### config.mk
export PLATFORM = sky130hd
export DESIGN_NAME = bilinear_weight_gen
export DESIGN_NICKNAME = d
export VERILOG_FILES = /design/src/rtl/bilinear_pkg.sv /design/src/rtl/bilw_round_scale.sv /design/src/rtl/bilinear_weight_gen.sv
export SDC_FILE = /design/constraint.sdc
export NUM_CORES = 2
export LEC_CHECK = 0
export ABC_CLOCK_PERIOD_IN_PS = 5900
export CAP_MARGIN = 30
export CORE_MARGIN = 8
export CORE_UTILIZATION = 45
export DETAILED_ROUTE_END_ITERATION = 16
export GPL_ROUTABILITY_DRIVEN = 0
export HOLD_SLACK_MARGIN = 0.1
export PLACE_DENSITY = 0.6
export SYNTH_ARGS = -nofsm -noshare
export SYNTH_HDL_FRONTEND = slang
export SYNTH_SLANG_ARGS = --single-unit
### constraint.sdc
create_clock -name clk_i -period 5.9 [get_ports clk_i]
set_input_delay 1.18 -clock clk_i [delete_from_list [all_inputs] [get_ports clk_i]]
set_output_delay 1.18 -clock clk_i [all_outputs]
set_load 0.01 [all_outputs]
### src/rtl/bilinear_pkg.sv
// rtl/bilinear_pkg.sv - shared constants and weight-format helpers for bilinear_weight_gen
package bilinear_pkg;

  localparam int ROUND_TRUNC   = 0;
  localparam int ROUND_HALF_UP = 1;

  localparam logic MODE_BILINEAR = 1'b0;
  localparam logic MODE_NEAREST  = 1'b1;

  // Weights carry one integer bit so that 1.0 is representable exactly.
  function automatic int wgt_width(input int out_frac);
    return out_frac + 1;
  endfunction

  function automatic longint one_value(input int out_frac);
    return longint'(1) << out_frac;
  endfunction

endpackage

### src/rtl/bilw_round_scale.sv
// rtl/bilw_round_scale.sv - scales one corner product to weight format with rounding and saturation
module bilw_round_scale
  import bilinear_pkg::*;
#(
  parameter int FRAC_W     = 12,
  parameter int OUT_FRAC   = 12,
  parameter int ROUND_MODE = ROUND_HALF_UP
) (
  input  logic [2*FRAC_W+1:0]           prod,
  output logic [wgt_width(OUT_FRAC)-1:0] weight
);

  localparam int PW    = 2*FRAC_W + 2;
  localparam int SH    = 2*FRAC_W - OUT_FRAC;
  localparam int WGT_W = wgt_width(OUT_FRAC);
  localparam logic [PW:0] ONE_EXT = {{(PW-OUT_FRAC){1'b0}}, 1'b1, {OUT_FRAC{1'b0}}};

  logic [PW:0] shifted;
  logic [PW:0] rounded;

  assign shifted = {1'b0, prod} >> SH;

  generate
    if (ROUND_MODE == ROUND_HALF_UP && SH > 0) begin : g_round
      assign rounded = shifted + {{PW{1'b0}}, prod[SH-1]};
    end else begin : g_trunc
      assign rounded = shifted;
    end
  endgenerate

  assign weight = (rounded > ONE_EXT) ? ONE_EXT[WGT_W-1:0] : rounded[WGT_W-1:0];

endmodule

### src/rtl/bilinear_weight_gen.sv
// rtl/bilinear_weight_gen.sv - 3-stage bilinear/nearest corner weight generator with backpressure
// Optional macro BILW_SUM_CORRECT_EN forces bilinear weights to sum to exactly ONE.
module bilinear_weight_gen
  import bilinear_pkg::*;
#(
  parameter int FRAC_W     = 12,
  parameter int OUT_FRAC   = 12,
  parameter int ROUND_MODE = ROUND_HALF_UP,
  parameter int TAG_W      = 16,
  localparam int WGT_W     = wgt_width(OUT_FRAC)
) (
  input  logic              clk_i,
  input  logic              rst_n_i,
  input  logic              in_valid_i,
  output logic              in_ready_o,
  input  logic              mode_i,
  input  logic [FRAC_W-1:0] u_i,
  input  logic [FRAC_W-1:0] v_i,
  input  logic [TAG_W-1:0]  tag_i,
  output logic              out_valid_o,
  input  logic              out_ready_i,
  output logic [WGT_W-1:0]  w00_o,
  output logic [WGT_W-1:0]  w01_o,
  output logic [WGT_W-1:0]  w10_o,
  output logic [WGT_W-1:0]  w11_o,
  output logic [TAG_W-1:0]  tag_o
);

  localparam int PW = 2*FRAC_W + 2;
  localparam logic [FRAC_W:0]  FULL = {1'b1, {FRAC_W{1'b0}}};
  localparam logic [WGT_W-1:0] ONE  = WGT_W'(one_value(OUT_FRAC));

  logic en1, en2, en3;
  logic s1_valid, s1_mode;
  logic [FRAC_W-1:0] s1_u, s1_v;
  logic [FRAC_W:0]   s1_cu, s1_cv;
  logic [TAG_W-1:0]  s1_tag;
  logic s2_valid, s2_mode, s2_xi, s2_yi;
  logic [PW-1:0]     s2_p00, s2_p01, s2_p10, s2_p11;
  logic [TAG_W-1:0]  s2_tag;
  logic [WGT_W-1:0]  r00, r01, r10, r11;
  logic [WGT_W-1:0]  n00, n01, n10, n11;

  // A stage may load when it is empty or its successor is loading this cycle.
  assign en3         = !out_valid_o | out_ready_i;
  assign en2         = !s2_valid | en3;
  assign en1         = !s1_valid | en2;
  assign in_ready_o  = en1;

  always_ff @(posedge clk_i or negedge rst_n_i) begin
    if (!rst_n_i) begin
      s1_valid <= 1'b0;
      s1_mode  <= 1'b0;
      s1_u     <= '0;
      s1_v     <= '0;
      s1_cu    <= '0;
      s1_cv    <= '0;
      s1_tag   <= '0;
    end else if (en1) begin
      s1_valid <= in_valid_i;
      if (in_valid_i) begin
        s1_mode <= mode_i;
        s1_u    <= u_i;
        s1_v    <= v_i;
        s1_cu   <= FULL - {1'b0, u_i};
        s1_cv   <= FULL - {1'b0, v_i};
        s1_tag  <= tag_i;
      end
    end
  end

  always_ff @(posedge clk_i or negedge rst_n_i) begin
    if (!rst_n_i) begin
      s2_valid <= 1'b0;
      s2_mode  <= 1'b0;
      s2_xi    <= 1'b0;
      s2_yi    <= 1'b0;
      s2_p00   <= '0;
      s2_p01   <= '0;
      s2_p10   <= '0;
      s2_p11   <= '0;
      s2_tag   <= '0;
    end else if (en2) begin
      s2_valid <= s1_valid;
      if (s1_valid) begin
        s2_mode <= s1_mode;
        s2_xi   <= s1_u[FRAC_W-1];
        s2_yi   <= s1_v[FRAC_W-1];
        s2_p00  <= PW'(s1_cu) * PW'(s1_cv);
        s2_p01  <= PW'(s1_u)  * PW'(s1_cv);
        s2_p10  <= PW'(s1_cu) * PW'(s1_v);
        s2_p11  <= PW'(s1_u)  * PW'(s1_v);
        s2_tag  <= s1_tag;
      end
    end
  end

  bilw_round_scale #(.FRAC_W(FRAC_W), .OUT_FRAC(OUT_FRAC), .ROUND_MODE(ROUND_MODE))
    u_rs00 (.prod(s2_p00), .weight(r00));
  bilw_round_scale #(.FRAC_W(FRAC_W), .OUT_FRAC(OUT_FRAC), .ROUND_MODE(ROUND_MODE))
    u_rs01 (.prod(s2_p01), .weight(r01));
  bilw_round_scale #(.FRAC_W(FRAC_W), .OUT_FRAC(OUT_FRAC), .ROUND_MODE(ROUND_MODE))
    u_rs10 (.prod(s2_p10), .weight(r10));
  bilw_round_scale #(.FRAC_W(FRAC_W), .OUT_FRAC(OUT_FRAC), .ROUND_MODE(ROUND_MODE))
    u_rs11 (.prod(s2_p11), .weight(r11));

`ifdef BILW_SUM_CORRECT_EN
  logic [WGT_W+1:0] part_sum, one_ext, residual;
  assign part_sum = {2'b00, r00} + {2'b00, r01} + {2'b00, r10};
  assign one_ext  = {2'b00, ONE};
  assign residual = one_ext - part_sum;
`endif

  always_comb begin
    n00 = r00;
    n01 = r01;
    n10 = r10;
    n11 = r11;
    if (s2_mode == MODE_NEAREST) begin
      n00 = '0;
      n01 = '0;
      n10 = '0;
      n11 = '0;
      unique case ({s2_yi, s2_xi})
        2'b00:   n00 = ONE;
        2'b01:   n01 = ONE;
        2'b10:   n10 = ONE;
        default: n11 = ONE;
      endcase
    end else begin
`ifdef BILW_SUM_CORRECT_EN
      n11 = (part_sum > one_ext) ? '0 : residual[WGT_W-1:0];
`endif
    end
  end

  always_ff @(posedge clk_i or negedge rst_n_i) begin
    if (!rst_n_i) begin
      out_valid_o <= 1'b0;
      w00_o       <= '0;
      w01_o       <= '0;
      w10_o       <= '0;
      w11_o       <= '0;
      tag_o       <= '0;
    end else if (en3) begin
      out_valid_o <= s2_valid;
      if (s2_valid) begin
        w00_o <= n00;
        w01_o <= n01;
        w10_o <= n10;
        w11_o <= n11;
        tag_o <= s2_tag;
      end
    end
  end

endmodule
---- Yosys cells after proc, flatten, opt, wreduce, memory -nomap -nowiden ----
Index checks and enable logic that the tools add are counted.
W data, S select, Z words.
cells by class
  $add $sub $neg .......................... 6
  multiply operators ...................... 4
  magnitude comparators ................... 4
  eq/ne operators ......................... 2
  multiplexer cells ....................... 12
  bitwise operators ....................... 3
  reduce and logical (&&, ||, !) cells .... 8
operators with widths
  operator                  number
  $mux W13                  12
  $gt A27 B13 Y1 const B    4
  $add A13 B1 Y14           2
  $mul A13 B13 Y26          1
  $sub A13 B12 Y13 const A  2
  $mul A12 B13 Y25          1
  $mul A13 B12 Y25          1
  $mul A12 B12 Y24          1
  $add A14 B1 Y15           1
  $add A12 B1 Y13           1
  $reduce_and A2 Y1         3
  $logic_not A1 Y1          3
  $or A1 B1 Y1              3
  $reduce_or A3 Y1          1
  $eq A2 B1 Y1 const B      1
  $eq A2 B2 Y1 const B      1
  $logic_not A2 Y1          1
storage, ports and cells
  flip-flop bits (word level) ............. 257
  input bits .............................. 45
  output and inout port bits .............. 70
  logic and storage cells ................. 61

---- Logic depth before layout (Yosys ltp) ----
  word-level depth ........................ 5
  mapped depth ............................ 21
  depth with buffers taken out ............ 20

---- Hierarchy ----
A second synthesis with hierarchy kept.
unflattened totals
  cells, all modules ...................... 3750
  area total of the unflattened synthesis .. 32701.4 µm²
modules (own cells, without submodules)
  module               times used  cells an instance  area an instance (µm²)  seq. area each (µm²)
  bilinear_weight_gen  1           3394               30304.1                 6306.0
  bilw_round_scale     4           89                 599.3                   0.0

---- Least setup slack after synthesis ----
OpenSTA, ideal clock, no wires.
  path type ............................... register to register
  start ................................... register s1_cu[5]
  end ..................................... register s2_p00[23]
  setup time .............................. 95 ps
  arrival ................................. 5268 ps
  data required time ...................... 5805 ps
  slack ................................... 537 ps
  cell stages (with the launch flop) ...... 20
  buffers on the path ..................... 1
  period minus slack after synthesis ...... 5363 ps
  path through ............................ dfrtp_1 -> clkbuf_1 -> and2_1 -> fa_1 -> inv_1 -> fa_1 -> fa_1 -> inv_1 -> fa_1 -> inv_1 -> fa_1 -> inv_1 -> ha_1 -> a21o_1 -> a21o_1 -> a211oi_1 -> o22ai_1 -> a211oi_1 -> a221oi_1 -> o31ai_1
between the ends
  word-level cells in the longest chain between the ends .. 1
RTL lines
  item                    line                       RTL
  start, declared         bilinear_weight_gen.sv:36  logic [FRAC_W:0] s1_cu, s1_cv;
  start signal, assigned  bilinear_weight_gen.sv:65  s1_cu <= FULL - {1'b0, u_i};
  $mul A13 B13 Y26        bilinear_weight_gen.sv:89  s2_p00 <= PW'(s1_cu) * PW'(s1_cv);
  end signal, assigned    bilinear_weight_gen.sv:89
  end, declared           bilinear_weight_gen.sv:39  logic [PW-1:0] s2_p00, s2_p01, s2_p10, s2_p11;
Every way passes these cells.
A chain may end at the register's enable or synchronous reset.

---- Worst setup path after layout ----
  start ................................... register s1_cv[6]
  end ..................................... register s2_p00[19]
between the ends
  word-level cells in the longest chain between the ends .. 1
RTL lines
  item                    line                       RTL
  start, declared         bilinear_weight_gen.sv:36
  start signal, assigned  bilinear_weight_gen.sv:66  s1_cv <= FULL - {1'b0, v_i};
  $mul A13 B13 Y26        bilinear_weight_gen.sv:89
Every way passes these cells.

==> impl_metrics.env <==
export IMPL_yosysWarnings=0
export IMPL_crit_path_end_kind="flop"
export IMPL_htree_num_levels=1
export IMPL_antenna_found_initial=0
export IMPL_reg2reg_to="s2_p00[19]$_DFFE_PN0P_"
export IMPL_synth_area_leader_cell="fa_1"
export IMPL_synthTopCellsByArea="fa_1, dfrtp_1, ha_1"
export IMPL_cp_max_fo=12
export IMPL_async_flop_share_pct=100
export IMPL_synth_ff_type="dfrtp_1"
export IMPL_critical_path_arrival_ps=6240
export IMPL_grt_overflow=0
export IMPL_io_pins=115
export IMPL_viasPerCell=5.26
export IMPL_cts_sinks=211
export IMPL_grt_pass1_wl_um=123000
export IMPL_clockRootBuffer="clkbuf_16"
export IMPL_die_area_mm2=0.0717
export IMPL_wl_um=75400
export IMPL_firstDrtPassIters=5
export IMPL_final_util_pct=50.9
export IMPL_synth_area_per_cell_um2=9.04
export IMPL_critPathKind="flop to flop"
export IMPL_hold_slack_ps=464
export IMPL_finalNonFillerCells=4108
export IMPL_core_area_mm2=0.0629
export IMPL_r2r_cells=17
export IMPL_die_h_um=268
export IMPL_route_detailed_drc=0
export IMPL_status="complete, no violations"
export IMPL_postSynthCellCount=3155
export IMPL_grt_usage_pct=21.3
export IMPL_min_delay_start="s1_tag[11]$_DFFE_PN0P_"
export IMPL_io_buffers=114
export IMPL_grt_start_max_net_pins=111
export IMPL_cp_startpoint="s1_cv[6]$_DFFE_PN0P_"
export IMPL_cts_buffer_depth=3
export IMPL_period_share_pct=97.1
export IMPL_hold_class="flop to flop"
export IMPL_max_freq_mhz=174
export IMPL_synth_edf_count=0
export IMPL_wire_per_inst_um=18.4
export IMPL_worstHoldEndpoint="s2_tag[11]$_DFFE_PN0P_"
export IMPL_hold_depth=2
export IMPL_r2r_slack_ps=170
export IMPL_drtIter0Drc=1232
export IMPL_cts_buffers=26
export IMPL_fin_crit_ps=5730
export IMPL_syn_nets=3890
export IMPL_fin_skew_ps=34.8
export IMPL_slew_violations=0
export IMPL_syn_area_mm2=0.0285
export IMPL_row_count=92
export IMPL_tns_ps=0
export IMPL_n_antenna_cell=0
export IMPL_max_cap_violations=0
export IMPL_hold_viol_final=0
export IMPL_syn2layout_area_growth_pct=12.2
export IMPL_r2r_start="s1_cv[6]$_DFFE_PN0P_"
export IMPL_relSlewSlack_pct=35.8
export IMPL_rsz0062_at_grt="false"
export IMPL_cts_tree="yes"
export IMPL_worst_setup_path_start_kind="flop"
export IMPL_synth_top_area_share_pct=30.7
export IMPL_setup_viol=0
export IMPL_drtAntennaViolNets=0
export IMPL_drive_above_1_share_pct=6.87
export IMPL_clk_latency_ps=580
export IMPL_die_x_um=268
export IMPL_yosysSeqAreaShare_pct=18.5
export IMPL_synth_seq_cells=211
export IMPL_layout_nets=3981
export IMPL_holdBufCountCts=0
export IMPL_start_util_pct=45.4
export IMPL_grt_pass1_vias=23600
export IMPL_ys_types=79
export IMPL_crit_required_ps=6410
export IMPL_clk_pin_slew_worst_paths_ps=60
export IMPL_vias=21600
export IMPL_hpwlAfterDp_um=60600
export IMPL_worst_slew_pin_slew_ps=963
export IMPL_dpl_cell_count=4064
## through the flow
| stage | worst slack, ps | instance area, um^2 |
|---|---|---|
| after detailed placement | -109 | 31100 |
| after floorplan | 537 | 28500 |
| after global routing | 11.5 | 32000 |
| after global placement | 102 | 31000 |
| final | 168 | 32000 |
| after CTS | 11.6 | 31900 |
## cells by family (layout without fill, tap and decap cells)
logic type / Yosys count / count (layout) / synth area share, %
AOI/OAI and AO/OA: 322 / 322 / 7.49
xor gates and xnor gates: 86 / 86 / 2.64
adders and majority gates: 690 / 690 / 41.8
buffers and inverters: 773 / 880 / 10.2
DFF: 211 / 211 / 18.5
muxes: 62 / 62 / 2.43
and+or+nand+nor: 1011 / 1011 / 16.9
## placed cells by master, fill, tap and decap left out, types with 22 or more instances in the layout
cell,netlist,final
nor2_1,44,44
dfrtp_1,211,200
xnor2_1,49,49
clkdlybuf4s50_1,0,113
xor2_1,37,37
nand3_1,41,41
nand2_1,551,548
ha_1,253,253
a21oi_1,39,39
clkbuf_16,0,26
mux2_2,58,58
nor3_1,29,27
and2_1,242,242
o31ai_1,22,22
o21ai_0,104,102
fa_1,437,437
buf_4,1,72
inv_1,634,634
## area by class of cell
| cell class | instances | area [um^2] |
|---|---|---|
| clock buffers | 33 | 717 |
| well taps | 846 | 1060 |
| inverters | 634 | 2380 |
| repair buffers | 202 | 2010 |
| fillers | 5917 | 30900 |
| clock inverters | 11 | 130 |
| multi-input cells | 2171 | 20400 |
| flip-flops and latches | 211 | 5290 |
## worst max-delay path by stage
| stage | endpoint | slack [ps] | cells past startpoint |
|---|---|---|---|
| 2_1_floorplan | s2_p00[23]$_DFFE_PN0P_ | 540 | 19 |
| 3_3_place_gp | s2_p00[19]$_DFFE_PN0P_ | 100 | 17 |
| 3_5_place_dp | s2_p00[19]$_DFFE_PN0P_ | -110 | 17 |
| 4_1_cts | s2_p01[24]$_DFFE_PN0P_ | 10 | 18 |
| 5_1_grt | s2_p00[19]$_DFFE_PN0P_ | 10 | 18 |
| 6_report | s2_p00[19]$_DFFE_PN0P_ | 170 | 17 |
## registers in the layout, indices dropped and copies added, names as in the netlist, 13 cells and up
signal and cells:
w00_o 13, s2_p11 13, w01_o 13, s2_p10 14, w10_o 13, s1_tag 16
s2_p01 14, s2_tag 16, tag_o 16, w11_o 13, s2_p00 15
## cell usage after synthesis, drive strengths merged (14+ instances only)
cell and number:
a21o 17, nor2 44, mux2 58, clkbuf 133, o21a 16, ha 253
a211oi 14, and2 242, a21oi 40, fa 437, o21ai 122, xor2 37
inv 634, dfrtp 211, nor3 31, and3 20, xnor2 49, nand2 551
nand4 17, nand3 41, o31ai 23
## worst max-delay path, cell delays in order (launching register included)
cell	delay [ps]
dfrtp_2	590
buf_4	220
nand2_1	80
fa_1	510
fa_1	510
inv_1	50
fa_1	460
fa_1	540
inv_1	50
fa_1	520
inv_1	40
ha_1	310
a2111oi_0	510
o21ai_0	210
a41oi_2	300
o21ai_0	250
a2111o_1	410
nand3_1	80
## metal layers
layer / vias to the layer above / wire length, um / share of wire [%] / track usage [%]
met1: 11000 / 31400 / 42 / 27.0
met2: 497 / 38600 / 51 / 38.2
met3: 129 / 3280 / 4.3 / 2.55
met5: - / 0 / 0 / 0
li1: 9944 / - / - / -
met4: 0 / 2160 / 2.9 / 5.69
## what timing repair did
action / CTS / global route
pin swaps: 0 / 2
endpoints found under the setup margin: 4 / 26
resized for setup: 2 / 17
setup buffers: 0 / 0
Power is left out: the tool's default activity adds up to more than one toggle a clock period on the data nets, which glitch-free logic cannot reach.
